**src/rtl/cpu_defs.sv**
```systemverilog
// Shared decode constants and types for the EX-stage multiply/divide unit.
package cpu_defs;

  localparam logic [5:0] OP_RTYPE   = 6'b000000;
  localparam logic [5:0] FUNC_MULT  = 6'b011000;
  localparam logic [5:0] FUNC_MULTU = 6'b011001;
  localparam logic [5:0] FUNC_DIV   = 6'b011010;
  localparam logic [5:0] FUNC_DIVU  = 6'b011011;

  typedef enum logic [1:0] {
    IDLE = 2'd0,
    RUN  = 2'd1,
    DONE = 2'd2
  } muldiv_state_t;

  typedef enum logic [1:0] {
    MUL_S = 2'd0,
    MUL_U = 2'd1,
    DIV_S = 2'd2,
    DIV_U = 2'd3
  } muldiv_kind_t;

  // True for the two divide kinds.
  function automatic logic kind_is_div(input muldiv_kind_t kind);
    return (kind == DIV_S) || (kind == DIV_U);
  endfunction

  // True for the two signed kinds.
  function automatic logic kind_is_signed(input muldiv_kind_t kind);
    return (kind == MUL_S) || (kind == DIV_S);
  endfunction

endpackage

```
**src/rtl/muldiv_step.sv**
```systemverilog
// One combinational iteration of the unsigned multiply/divide datapath.
//   kind_i  : op kind; divide kinds use restoring shift-subtract,
//             multiply kinds use shift-add
//   hi_i/o  : accumulator high word (product high / partial remainder)
//   lo_i/o  : accumulator low word (multiplier+product low / dividend+quotient)
//   opnd_i  : multiplicand magnitude or divisor magnitude
module muldiv_step
  import cpu_defs::*;
#(
  parameter int unsigned WIDTH = 32
) (
  input  muldiv_kind_t     kind_i,
  input  logic [WIDTH-1:0] hi_i,
  input  logic [WIDTH-1:0] lo_i,
  input  logic [WIDTH-1:0] opnd_i,
  output logic [WIDTH-1:0] hi_o,
  output logic [WIDTH-1:0] lo_o
);

  logic [WIDTH:0] mul_sum_c;
  logic [WIDTH:0] div_shift_c;
  logic           div_ge_c;

  always_comb begin
    // Multiply: conditionally add, then shift the whole {carry,hi,lo} right.
    mul_sum_c   = {1'b0, hi_i} + {1'b0, (lo_i[0] ? opnd_i : {WIDTH{1'b0}})};
    // Divide: the partial remainder needs one extra bit after the left shift.
    div_shift_c = {hi_i, lo_i[WIDTH-1]};
    div_ge_c    = (div_shift_c >= {1'b0, opnd_i});

    if (kind_is_div(kind_i)) begin
      // A kept remainder is below the divisor, so it always fits WIDTH bits.
      hi_o = div_ge_c ? WIDTH'(div_shift_c - {1'b0, opnd_i}) : div_shift_c[WIDTH-1:0];
      lo_o = {lo_i[WIDTH-2:0], div_ge_c};
    end else begin
      hi_o = mul_sum_c[WIDTH:1];
      lo_o = {mul_sum_c[0], lo_i[WIDTH-1:1]};
    end
  end

endmodule

```
**src/rtl/ex_muldiv_unit.sv**
```systemverilog
// Iterative MULT/MULTU/DIV/DIVU unit for the EX stage; state updates on the
// falling clock edge like the surrounding pipeline registers.
//   op_ex, func_ex, busA_ex, busB_ex, xiaoc_ex : instruction in EX
//   stall   : hold PC, IF/ID and ID/EX (combinational)
//   busy    : unit not idle
//   hilo_we : one-cycle Hi/Lo write strobe
//   hi_res  : product high word or remainder (held until the next write)
//   lo_res  : product low word or quotient (held until the next write)
// CNT_W must satisfy 2**CNT_W == WIDTH.
module ex_muldiv_unit
  import cpu_defs::*;
#(
  parameter int unsigned WIDTH = 32,
  parameter int unsigned CNT_W = 5
) (
  input  logic             clk,
  input  logic             rst_n,
  input  logic [5:0]       op_ex,
  input  logic [5:0]       func_ex,
  input  logic [WIDTH-1:0] busA_ex,
  input  logic [WIDTH-1:0] busB_ex,
  input  logic             xiaoc_ex,
  output logic             stall,
  output logic             busy,
  output logic             hilo_we,
  output logic [WIDTH-1:0] hi_res,
  output logic [WIDTH-1:0] lo_res
);

  localparam int unsigned PROD_W = 2 * WIDTH;

  muldiv_state_t    state_q, state_d;
  muldiv_kind_t     kind_q, kind_d, req_kind_c;
  logic [CNT_W-1:0] cnt_q, cnt_d;
  logic             sign_a_q, sign_a_d;
  logic             sign_b_q, sign_b_d;
  logic             dvz_q, dvz_d;
  logic [WIDTH-1:0] opnd_q, opnd_d;
  logic [WIDTH-1:0] hi_q, hi_d;
  logic [WIDTH-1:0] lo_q, lo_d;
  logic [WIDTH-1:0] hi_res_q, hi_res_d;
  logic [WIDTH-1:0] lo_res_q, lo_res_d;

  logic             md_func_c, req_c, sign_a_c, sign_b_c;
  logic [WIDTH-1:0] mag_a_c, mag_b_c;
  logic [WIDTH-1:0] step_hi_c, step_lo_c;
  logic [PROD_W-1:0] prod_c;
  logic [WIDTH-1:0] quo_c, rem_c;

  // Request decode and operand magnitudes for a new op.
  always_comb begin
    md_func_c  = 1'b1;
    req_kind_c = MUL_S;
    case (func_ex)
      FUNC_MULT:  req_kind_c = MUL_S;
      FUNC_MULTU: req_kind_c = MUL_U;
      FUNC_DIV:   req_kind_c = DIV_S;
      FUNC_DIVU:  req_kind_c = DIV_U;
      default:    md_func_c  = 1'b0;
    endcase
    req_c    = (op_ex == OP_RTYPE) && md_func_c && !xiaoc_ex;
    sign_a_c = kind_is_signed(req_kind_c) && busA_ex[WIDTH-1];
    sign_b_c = kind_is_signed(req_kind_c) && busB_ex[WIDTH-1];
    mag_a_c  = sign_a_c ? -busA_ex : busA_ex;
    mag_b_c  = sign_b_c ? -busB_ex : busB_ex;
  end

  muldiv_step #(.WIDTH(WIDTH)) u_step (
    .kind_i (kind_q),
    .hi_i   (hi_q),
    .lo_i   (lo_q),
    .opnd_i (opnd_q),
    .hi_o   (step_hi_c),
    .lo_o   (step_lo_c)
  );

  // Sign fixup on the final iteration's output. Divide-by-zero leaves the
  // quotient all ones; the remainder fixup then restores busA exactly.
  always_comb begin
    prod_c = {step_hi_c, step_lo_c};
    quo_c  = step_lo_c;
    rem_c  = step_hi_c;
    if ((kind_q == MUL_S) && (sign_a_q ^ sign_b_q)) begin
      prod_c = -prod_c;
    end
    if (kind_q == DIV_S) begin
      if ((sign_a_q ^ sign_b_q) && !dvz_q) begin
        quo_c = -quo_c;
      end
      if (sign_a_q) begin
        rem_c = -rem_c;
      end
    end
  end

  // Next-state and outputs.
  always_comb begin
    state_d  = state_q;
    kind_d   = kind_q;
    cnt_d    = cnt_q;
    sign_a_d = sign_a_q;
    sign_b_d = sign_b_q;
    dvz_d    = dvz_q;
    opnd_d   = opnd_q;
    hi_d     = hi_q;
    lo_d     = lo_q;
    hi_res_d = hi_res_q;
    lo_res_d = lo_res_q;
    stall    = 1'b0;
    busy     = 1'b0;
    hilo_we  = 1'b0;

    case (state_q)
      IDLE: begin
        // Gated by rst_n so a held request cannot stall while in reset.
        stall = req_c && rst_n;
        if (req_c) begin
          state_d  = RUN;
          kind_d   = req_kind_c;
          cnt_d    = '0;
          sign_a_d = sign_a_c;
          sign_b_d = sign_b_c;
          dvz_d    = (busB_ex == '0);
          hi_d     = '0;
          if (kind_is_div(req_kind_c)) begin
            lo_d   = mag_a_c;
            opnd_d = mag_b_c;
          end else begin
            lo_d   = mag_b_c;
            opnd_d = mag_a_c;
          end
        end
      end
      RUN: begin
        stall = 1'b1;
        busy  = 1'b1;
        hi_d  = step_hi_c;
        lo_d  = step_lo_c;
        cnt_d = cnt_q + CNT_W'(1);
        if (cnt_q == CNT_W'(WIDTH - 1)) begin
          state_d = DONE;
          if (kind_is_div(kind_q)) begin
            hi_res_d = rem_c;
            lo_res_d = quo_c;
          end else begin
            hi_res_d = prod_c[PROD_W-1:WIDTH];
            lo_res_d = prod_c[WIDTH-1:0];
          end
        end
      end
      DONE: begin
        busy    = 1'b1;
        hilo_we = 1'b1;
        state_d = IDLE;
      end
      default: begin
        state_d = IDLE;
      end
    endcase
  end

  // State and datapath registers.
  always_ff @(negedge clk or negedge rst_n) begin
    if (!rst_n) begin
      state_q  <= IDLE;
      kind_q   <= MUL_S;
      cnt_q    <= '0;
      sign_a_q <= 1'b0;
      sign_b_q <= 1'b0;
      dvz_q    <= 1'b0;
      opnd_q   <= '0;
      hi_q     <= '0;
      lo_q     <= '0;
      hi_res_q <= '0;
      lo_res_q <= '0;
    end else begin
      state_q  <= state_d;
      kind_q   <= kind_d;
      cnt_q    <= cnt_d;
      sign_a_q <= sign_a_d;
      sign_b_q <= sign_b_d;
      dvz_q    <= dvz_d;
      opnd_q   <= opnd_d;
      hi_q     <= hi_d;
      lo_q     <= lo_d;
      hi_res_q <= hi_res_d;
      lo_res_q <= lo_res_d;
    end
  end

  assign hi_res = hi_res_q;
  assign lo_res = lo_res_q;

endmodule

```
**config.mk**
```make
export PLATFORM = sky130hd
export DESIGN_NAME = ex_muldiv_unit
export DESIGN_NICKNAME = d
export VERILOG_FILES = /design/src/rtl/cpu_defs.sv /design/src/rtl/muldiv_step.sv /design/src/rtl/ex_muldiv_unit.sv
export SDC_FILE = /design/constraint.sdc
export NUM_CORES = 1
export LEC_CHECK = 0
export ABC_AREA = 1
export BUFFER_PORTS_ARGS = -buffer_cell sky130_fd_sc_hd__buf_2
export CORE_MARGIN = 4
export CORE_UTILIZATION = 51
export CTS_CLUSTER_SIZE = 30
export DETAILED_ROUTE_END_ITERATION = 12
export PLACE_DENSITY = 0.69
export SYNTH_ARGS = -nofsm -noshare
export SYNTH_HDL_FRONTEND = slang
export SYNTH_SLANG_ARGS = --single-unit
```
**constraint.sdc**
```tcl
create_clock -name clk -period 9.1 [get_ports clk]
set_clock_uncertainty 0.1 [all_clocks]
set_input_delay 1.82 -clock clk [delete_from_list [all_inputs] [get_ports clk]]
set_output_delay 1.82 -clock clk [all_outputs]
set_load 0.01 [all_outputs]
```
* Word level (Yosys, flattened, before mapping)
Index checks and enable logic that the tools add are counted.
** Word-level totals
- Register bits after elaboration :: 172
- Input bits :: 79
- Output and inout bits :: 67
- Word-level logic and storage cells :: 87
** Cells by class
- Add/sub/neg operators :: 8
- Order comparisons :: 1
- Equal/unequal tests :: 13
- Muxes and demuxes :: 29
- Bitwise operators :: 1
- Reductions and logical operators :: 24
** Operators with widths (number)
- $mux 32 :: 16
- $neg 32->32 :: 4
- $pmux 32 s2 :: 2
- $mux 64 :: 1
- $neg 64->64 :: 1
- $add 32x32->33 :: 1
- $ge 33x32->1 :: 1
- $logic_not 32->1 :: 1
- $sub 32x32->32 :: 1
- $eq 6x5->1 const B :: 4
- $eq 2x2->1 const B :: 5
- $pmux 5 s2 :: 1
- $reduce_and 2->1 :: 4
- $logic_and 1x1->1 :: 7
- $logic_not 2->1 :: 3
- $logic_not 6->1 :: 1
- $pmux 2 s3 :: 1
- $add 5x1->5 const B :: 1
- $eq 5x5->1 const B :: 1
- $mux 5 :: 1
- $mux 2 :: 2
- $ne 2x2->1 const B :: 2
- $pmux 2 s2 :: 1
- $reduce_or 4->1 :: 1
- 8 further kinds :: 13

* Logic depth before layout (Yosys ltp)
- Word-level depth :: 9
- Mapped depth :: 33
- Gate-level depth less buffers :: 33

* Cells and area by module
Synthesis repeated with hierarchy kept, for this count alone.
** Unflattened totals
- Cell total of the unflattened synthesis :: 3102
- Area total of the unflattened synthesis :: 18154.9 um2
** By module, submodules not included
- ex_muldiv_unit :: times used 1, cells each 1826, area an instance 11969.0 um2, seq. area each 4304.1 um2
- muldiv_step :: times used 1, cells each 1276, area an instance 6185.9 um2, seq. area each 0.0 um2

==> results.cfg <==
[hold_path]
hold_class = reg2reg
hp-start = hi_res[30]$_DFFE_NN0P_
min_path_cells = 2
hold_end = hi_res[30]$_DFFE_NN0P_

[setup_path]
crit_buf_inv = 2
reg2reg_to = hi_res[28]$_DFFE_NN0P_
critPathMaxStageDelay_ps = 320
reg2reg_from = opnd_q[23]$_DFFE_NN0P_
critPathArrivalTime_ps = 4340
crit_path_top_delay_cell = nor3_1
startpoint_type = input port
crit_type = in2reg
cp_max_fo = 3
critical_path.endpoint_type = flop
worstRegToRegCells = 32
path_delay_family = compound AO/OA/AOI/OAI gates
ff2ff_setup_slack_ps = 3230
cp_cell_sequence = buf_2 -> inv_1 -> ha_1 -> nand4_1 -> nor3_1 -> nand4_1 -> nand2_1 -> o21ai_0 -> a21oi_1 -> o21ai_0 -> xor2_1 -> nor2_1 -> a211oi_1 -> o22ai_1
required_ps = 4700

[drt]
initialDrtViolationCount = 2004
final_antenna_net_count = 0
drc_errors = 0
first_pass_iters = 6
wl_per_cell_um = 19.6
routed_wl_mm = 68.6
via_per_inst = 5.74
vias = 20100

[place]
post-place-ws_ps = -16.0
io_buffer_count = 145
place_congestion = 0.992
hpwl_mm = 54.5

[power_and_ir_drop]
power_density_nw_per_um2 = 281
intPower_mw = 2.38
p_seq_share_pct = 20.3
p_leak_nw = 10.4
combPwrFrac_pct = 65.7
ir_worst_vdd_uv = 234
power.share.switching_pct = 56.6
power.total_mw = 5.48
clkPwrFrac_pct = 14.0
power.switching_mw = 3.10

[synthesis]
synth_flop_cell = dfrtn_1
synth_area_um2 = 17700
synth.distinct_cells = 57
ys_seq_elements = 172
syn_nets = 3091
avgSynthCellArea_um2 = 6.04
ys_seq_area_share_pct = 24.3
synth_edf_count = 0
yosysWarnings = 0
synthCells = 2937
ys_async_sr_fraction_pct = 100

[clocking]
clk_latency_ps = 430
clockBufferDepth = 2
path_clk_slew_ps = 50
cts_root_buffer = clkbuf_16
htree_levels = 4
cts.sinks = 172
hold_buffers = 0
cts-resized-gates = 0
post_cts_buffers = 0
cts_buffers = 17
cts_tree = yes

[sta]
final_max_slew_viol_count = 0
rsz0062_at_grt = no
whs_ps = 319
worstMarginPinSlew_ps = 828
layout_setup_ws_ps = 360
setup_viol = 0
finalHoldViolCount = 0
maxSlewHeadroom_pct = 44.2

[floorplan]
fp.dieH_um = 195
initial_core_util_pct = 51.5
coreArea_um2 = 34500
die_area_um2 = 37800
ios = 146
fp-row-count = 68
die_x_um = 195

[final_layout]
ff_latch_area_um2 = 4300
syn_to_final_growth_pct = 9.81
finalCoreUtilization_pct = 56.5
drive_gt1_share_pct = 9.51
multi_input_area_um2 = 11300
nNetsFinal = 3191
diodes = 0
fillers = 3603

[grt]
grt_overflow = 0
grt_pass1_vias = 18900
antenna_found_initial = 0
grt_usage_pct = 35.2
grt_max_degree = 76
grt_pass1_wl_mm = 105

[run_status]
status = finished clean

[run]
maxCapViolations = 0
through the flow:
stage | TNS (ps) | cells | cell area [µm²]
6_report | 0 | 3505 | 19500
5_1_grt | 0 | 3505 | 19500
4_1_cts | 0 | 3505 | 19500
3_5_place_dp | -16.0 | 3473 | 18900
3_3_place_gp | 0 | 3473 | 18900
2_1_floorplan | 0 | 2937 | 17700
how the worst max path moves through the flow:
stage | cells after the start | end | startpoint | slack, ps
2_1_floorplan | 14 | lo_q[30]$_DFFE_NN0P_ | busA_ex[0] | 650
3_3_place_gp | 14 | lo_q[26]$_DFFE_NN0P_ | busA_ex[0] | 110
3_5_place_dp | 14 | lo_q[26]$_DFFE_NN0P_ | busA_ex[0] | -20
4_1_cts | 14 | lo_q[26]$_DFFE_NN0P_ | busA_ex[0] | 420
5_1_grt | 11 | lo_q[23]$_DFFE_NN0P_ | busB_ex[1] | 190
6_report | 14 | lo_q[26]$_DFFE_NN0P_ | busA_ex[0] | 360
cell usage in the layout, fill, tap and decap left out, types with 23 or more instances in the layout:
master / count
nand2_1: 840
inv_1: 446
nor2_1: 302
nand3_1: 239
o21ai_0: 175
dfrtn_1: 172
buf_2: 144
a21oi_1: 132
xor2_1: 77
ha_1: 73
nand4_1: 40
o22ai_1: 36
buf_4: 33
o221ai_1: 29
nor3_1: 24
xnor2_1: 23
power groups by stage:
stage | logic, mW | clock network, mW | registers (mW)
after floorplan | 2.50 | 0 | 1.03
after global placement | 3.48 | 0 | 1.11
after detailed placement | 3.51 | 0 | 1.12
after CTS | 3.54 | 0.771 | 1.11
after global routing | 3.98 | 0.805 | 1.12
final | 3.60 | 0.765 | 1.11
routing by layer:
metal	vias to the layer above	track usage, %	part of all wire (%)
met5	-	0	0
met4	0	18.4	6.4
met3	198	5.11	7.5
met2	957	58.2	46
met1	9270	44.8	40
li1	9706	-	-
cells in the mapped netlist (25+ instances only):
master / count / area, µm²
a21oi_1: 132 / 661
clkbuf_1: 66 / 248
dfrtn_1: 172 / 4300
ha_1: 73 / 913
inv_1: 446 / 1670
nand2_1: 841 / 3160
nand3_1: 239 / 1200
nand4_1: 40 / 250
nor2_1: 302 / 1130
nor3_1: 25 / 125
o21ai_0: 175 / 876
o221ai_1: 29 / 254
o22ai_1: 36 / 225
xor2_1: 77 / 674
cell families (layout without fill, tap and decap cells):
group	count (synthesis)	count (layout)	synth area share [%]
compound gates	489	489	16.1
xor+xnor	100	100	4.94
fa+ha+maj	75	75	5.37
buf+inv	556	669	12.3
flops	172	172	24.3
simple gates	1545	1545	37.1
state kept, by name, indices dropped and copies added (netlist names):
register / count
hi_res: 32
hi_q: 32
lo_q: 32
lo_res: 32
dvz_q: 1
cnt_q: 5
state_q: 2
sign_b_q: 1
opnd_q: 32
kind_q: 2
sign_a_q: 1
worst min-delay path: stages (launching register included):
cell and delay, ps:
dfrtn_1 400, nand2_1 50, nand2_1 50
final cells by class:
class                   count  share of cell area (%)
inverters                 457                    8.80
flip-flops and latches    172                    22.1
clock inverters            15                   0.873
repair buffers            180                    5.23
multi-input cells        2209                    57.9
clock buffers              17                    2.18
well taps                 455                    2.92
No activity file was read; power rests on OpenSTA's default activity.
